[config.mk]
export PLATFORM = sky130hd
export DESIGN_NAME = argo_chan_reduce
export DESIGN_NICKNAME = d
export VERILOG_FILES = /design/src/rtl/argo_chan_reduce.sv
export SDC_FILE = /design/constraint.sdc
export NUM_CORES = 1
export LEC_CHECK = 0
export CORE_ASPECT_RATIO = 1.75
export CORE_MARGIN = 5
export CORE_UTILIZATION = 35
export DETAILED_ROUTE_END_ITERATION = 16
export RECOVER_POWER = 25
export SYNTH_ARGS = -nofsm -noshare
export SYNTH_HDL_FRONTEND = slang
export SYNTH_SLANG_ARGS = --single-unit
[constraint.sdc]
create_clock -name clk -period 4.28 [get_ports clk]
set_input_delay 0.856 -clock clk [delete_from_list [all_inputs] [get_ports clk]]
set_output_delay 0.856 -clock clk [all_outputs]
set_load 0.05 [all_outputs]
[src/rtl/argo_chan_reduce.sv]
// Sums groups of COUNT words (or fewer on flush) and presents sum plus word count downstream.
// Result valid 1 cycle after the closing word; oready is low while a result is held and iready stalls it indefinitely.
module argo_chan_reduce #(
    parameter int WIDTH  = 32,
    parameter int CWIDTH = 8,
    parameter int COUNT  = 4
) (
    input  logic                    clk,
    input  logic                    rst,
    input  logic                    ivalid,
    output logic                    oready,
    input  logic [WIDTH-1:0]        datain,
    input  logic                    flush,
    output logic                    ovalid,
    input  logic                    iready,
    output logic [WIDTH+CWIDTH-1:0] dataout,
    output logic [CWIDTH-1:0]       ocount
);

    localparam int SW = WIDTH + CWIDTH;

    localparam logic ACCUM = 1'b0;
    localparam logic HOLD  = 1'b1;

    logic              state;
    logic [SW-1:0]     acc;
    logic [SW-1:0]     acc_nxt;
    logic [CWIDTH-1:0] cnt;
    logic [CWIDTH-1:0] cnt_nxt;
    logic              in_xfer;
    logic              out_xfer;
    logic              close;

    // oready follows rst directly so it rises with deassertion, not a cycle later
    assign oready   = rst && (state == ACCUM);
    assign ovalid   = (state == HOLD);
    assign in_xfer  = ivalid && oready;
    assign out_xfer = ovalid && iready;

    assign acc_nxt = in_xfer ? acc + {{CWIDTH{1'b0}}, datain} : acc;
    assign cnt_nxt = in_xfer ? cnt + CWIDTH'(1) : cnt;

    // A flush with no held or arriving word would produce an empty group, so it is dropped
    assign close = (state == ACCUM) &&
                   ((in_xfer && (cnt_nxt == CWIDTH'(COUNT))) ||
                    (flush && ((cnt != '0) || in_xfer)));

    always_ff @(posedge clk or negedge rst) begin
        if (!rst) begin
            state   <= ACCUM;
            acc     <= '0;
            cnt     <= '0;
            dataout <= '0;
            ocount  <= '0;
        end else begin
            case (state)
                ACCUM: begin
                    if (close) begin
                        state   <= HOLD;
                        dataout <= acc_nxt;
                        ocount  <= cnt_nxt;
                        acc     <= '0;
                        cnt     <= '0;
                    end else begin
                        acc <= acc_nxt;
                        cnt <= cnt_nxt;
                    end
                end
                default: begin
                    if (out_xfer) begin
                        state <= ACCUM;
                    end
                end
            endcase
        end
    end

endmodule

Word-level counts from Yosys, hierarchy flattened
Index checks and enable logic that the tools add are counted.
Storage, ports and cells
  register bits: 97
  input port bits: 37
Cells by class
  $add $sub $neg: 2
  eq/ne operators: 1
  multiplexer cells: 7
  bitwise operators: 1
  reduce and logical (&&, ||, !) cells: 10
Operators with widths (number)
  40-bit 2-to-1 mux: 2
  40-bit by 32-bit adder with 40-bit output: 1
  8-bit 2-to-1 mux: 2
  8-bit by 1-bit adder with 8-bit output (second input constant): 1
  8-bit by 3-bit == test with 1-bit output (second input constant): 1
  8-bit nonzero test: 1
  1-bit logical AND: 6
  1-bit 2-to-1 mux: 3
  1-bit logical OR: 2
  2-bit AND reduction: 1
  1-bit inverter: 1

Depth between registers and ports, before layout
  word-level depth: 10
  gate-level depth with buffers: 12
  gate-level depth less buffers: 11

Least setup slack after synthesis
No wires, ideal clock.
  path type: input -> register
  start: in datain[4]
  end: reg dataout[28]
  arrival time: 3.156 ns
  data required time: 4.198 ns
  path slack: 1.042 ns
  stages on the path: 11
  path buffers: 1
  cells stage by stage: ha_1 > clkbuf_2 > a21o_1 > a221oi_1 > nand2_1 > a21boi_0 > o21ai_0 > a41oi_1 > mux2i_1 > o21ai_0 > a31oi_1
On the way
  longest elaborated chain between the ends: 2
Ends and longest elaborated chain
  start: declaration: line 12  | input logic [WIDTH-1:0] datain,
  40-bit by 32-bit adder with 40-bit output: line 40  | assign acc_nxt = in_xfer ? acc + {{CWIDTH{1'b0}}, datain} : acc;
  40-bit 2-to-1 mux: line 40
  end signal: assignment: line 60  | dataout <= acc_nxt;
  end: declaration: line 16  | output logic [WIDTH+CWIDTH-1:0] dataout,
Every way passes these cells.
A chain may end at the register's enable or synchronous reset.

Final worst setup path
Ends and elaborated chain as after synthesis.

==> flow_metrics.tcl <==
set metrics [dict create \
    synth_edf_count 0 \
    io_pins 87 \
    cts_buffer_depth 2 \
    slowest_stage "a41oi_1" \
    antenna_found_initial 0 \
    seq_area_frac_synth 0.397 \
    layout.cells.non_filler 1004 \
    antenna_cells 0 \
    synth_top_flop_cell "dfrtp_1" \
    holdCritPathClass "in2async" \
    critPathLaunchType "primary input" \
    clk_pin_slew_ps 80 \
    reg2reg_depth 10 \
    ctsHtreeMaxLevel 3 \
    synth_top_area_share 0.397 \
    fp.dieArea_sq_um 20300 \
    area_delta_synth_final_pct 23.0 \
    viasPerCell 5.35 \
    crit_top_cell "o21ai_0" \
    fmax_ghz 0.260 \
    synth-simple-area-share 0.186 \
    layout-drive-gt1-share 0.0595 \
    worstPathRequired_ps 4570 \
    clk_latency_ps 360 \
    drt_iter0_drc 242 \
    post_cts_buffers 0 \
    pre_cts_ws_ps 123 \
    ys_async_sr_fraction 1.00 \
    synth_top_family_by_area "compound AO/OA/AOI/OAI gates" \
    period_share 0.899 \
    gp_congestion 0.905 \
    synthMuxAreaShare 0.00983 \
    rrSetupSlack_ps 970 \
    finClkSkew_ps 10.7 \
    portBuffers 86 \
    synth_area_leader_cell "dfrtp_1" \
    finalCriticalPeriod_ps 3850 \
    initial_core_util 0.353 \
    dp_hpwl_mm 12.9 \
    power_density_nw_per_um2 693 \
    violations "max-capacitance violations, max-slew violations" \
    outcome "complete, but fails checks" \
    grt-ovfl-total 0 \
    dp.cells 988 \
    avgSynthCellArea_sq_um 8.80 \
    drc 0 \
    hold_violations 0 \
    critPathArrivalTime_ps 4140 \
    grt_pass1_wl_mm 27.6 \
    worst_pin_slew_ps 1670 \
    die_h_microns 185 \
    clkSinkCount 97 \
    cts_tree "built" \
    synth_compound_area_frac 0.232 \
    finalMaxSlewViolations 67 \
    max_stage_delay_ps 490 \
    vias 5372 \
    critPathMaxFanout 7 \
    endpoint_kind "flop" \
    synth_warnings 0 \
    syn_area_sq_um 6110 \
    grtUsageTotal 0.173 \
    setup_viol 0 \
    cp_cell_sequence "clkdlybuf4s50_1, ha_1, a21o_1, a221oi_1, nand2_1, a21boi_0, o21ai_0, a41oi_1, mux2i_1, o21ai_0, a31oi_1" \
    maxSlewHeadroom -0.112 \
    peakVddDrop_v 0.000265 \
    synth.distinct_cells 57 \
    timing.rr.start "acc[4]$_DFFE_PN0N_" \
    syn_inst 694 \
    r2r-end "dataout[28]$_DFFE_PN0P_" \
    hold_ws_ps 335 \
    finalSetupTns_ps 0 \
    cts-resized-gates 0 \
    core-area_sq_um 17300 \
    power_leakage_nw 3.31 \
    fin_total_pwr_mw 5.21 \
    drt-total-wl_mm 17.1 \
    post_drt_wl_per_cell_microns 17.0 \
    synth_fa_ha_area_frac 0.0729 \
    grt_pass1_vias 5455 \
    row_count 64 \
    worst_slack_ps 431 \
    numCtsBuffers 9 \
    rsz0062_at_grt "no" \
    nNetsFinal 840 \
    maxCapViolCount 1 \
    dr.pass1.iters 4 \
    synth_area_leaders "dfrtp_1, ha_1, nand2_1, a22o_1, xnor2_1" \
    syn_nets 766 \
    dieWidth_microns 110 \
    cts-root-buf "clkbuf_16" \
    grt_max_degree 67 \
    postCtsHoldBufs 0 \
    ys_ff_latch 97 \
    synth_xor_area_frac 0.0645 \
    antenna_left 0 \
    critPathKind "in2reg" \
]
==> synth_stat cells (3+ instances only) <==
master,count
or3_1,7
o21bai_1,9
a2111oi_0,3
a211oi_1,6
nand2_1,112
and3_1,6
o21a_1,3
o21ai_0,49
buf_2,13
a21boi_0,3
mux2i_1,6
ha_1,34
a41oi_1,4
and2_1,3
xor2_1,12
and4_1,6
nor2_1,60
nand2b_1,6
a31oi_1,24
a22o_1,34
nor2b_1,6
clkbuf_1,26
nand4_1,8
nor3_1,9
a21o_1,21
nand3_1,10
dfrtp_1,97
inv_1,11
o21ai_1,4
o221ai_1,3
o31ai_1,5
nor4_1,4
a21oi_1,30
xnor2_1,33
==> layout by cell type (no fill, tap or decap), drive strengths merged, types with 5 or more instances in the layout <==
cell / synthesis / routed
a31oi: 24 / 24
o21ai: 53 / 53
buf: 15 / 18
dfrtp: 97 / 97
or3: 7 / 7
a22o: 34 / 34
o31ai: 5 / 5
inv: 11 / 16
nand2b: 6 / 6
clkdlybuf4s50: 0 / 85
and3: 6 / 6
o21bai: 9 / 9
nand2: 112 / 112
clkbuf: 27 / 12
nor2b: 6 / 6
xor2: 12 / 12
ha: 34 / 34
and4: 6 / 6
nand4: 8 / 8
nand3: 10 / 10
nor2: 61 / 61
a211oi: 6 / 6
a21o: 21 / 21
a21oi: 30 / 30
mux2i: 6 / 6
nor3: 9 / 9
xnor2: 33 / 33
==> through the flow <==
stage          instance area (sq um)   util
2_1_floorplan                   6110      -
3_3_place_gp                    7230  0.418
3_5_place_dp                    7230  0.418
4_1_cts                         7520  0.435
5_1_grt                         7520  0.435
6_report                        7520  0.435
==> per-layer routing <==
layer	global-route usage	up-vias	share of wire
met3	0.0276	36	0.039
met2	0.314	133	0.53
met4	0.0684	0	0.031
met5	0	-	0
met1	0.199	2555	0.40
li1	-	2648	-
==> critical path: cells and delay by family <==
family / cells / cell delay, ps
AND/OR/NAND/NOR: 1 / 180
adder cells (fa/ha/maj): 1 / 400
buffers and inverters: 1 / 420
AO/OA/AOI/OAI: 7 / 2020
multiplexers: 1 / 270
==> cell families (layout without fill, tap and decap cells) <==
kind of cell / Yosys count / after routing
compound gates: 210 / 210
xor+xnor: 45 / 45
fa+ha+maj: 35 / 35
buf+inv: 53 / 132
flops: 97 / 97
mux: 6 / 6
simple gates: 248 / 248
==> final cells by class <==
class	instances	area, sq um
flip-flops and latches	97	2430
repair buffers	105	995
inverters	11	41.3
clock buffers	10	239
clock inverters	6	57.6
fillers	1754	9780
multi-input cells	544	3470
well taps	231	289
==> state kept, by name, indices dropped and copies added (netlist names) <==
| signal | flops |
|---|---|
| ovalid | 1 |
| ocount | 8 |
| cnt | 8 |
| dataout | 40 |
| acc | 40 |
==> worst max path at each step <==
| stage | endpoint | from | slack [ps] | cells after the start |
|---|---|---|---|---|
| 5_1_grt | dataout[37]$_DFFE_PN0P_ | rst | 190 | 3 |
| 6_report | dataout[28]$_DFFE_PN0P_ | datain[4] | 430 | 11 |
| 2_1_floorplan | dataout[28]$_DFFE_PN0P_ | datain[4] | 1040 | 11 |
| 3_5_place_dp | acc[34]$_DFFE_PN0N_ | datain[4] | 120 | 10 |
| 3_3_place_gp | dataout[28]$_DFFE_PN0P_ | datain[4] | 130 | 11 |
| 4_1_cts | dataout[28]$_DFFE_PN0P_ | datain[4] | 510 | 11 |
==> report_power, final <==
part           internal, mW  switching (mW)  leakage [nW]  total [mW]
clock network         0.426           0.397         0.148       0.824
logic                  1.08            1.86          1.89        2.95
registers              1.21           0.227          1.27        1.44
total                  2.72            2.49          3.31        5.21
No activity file was read; power rests on OpenSTA's default activity.
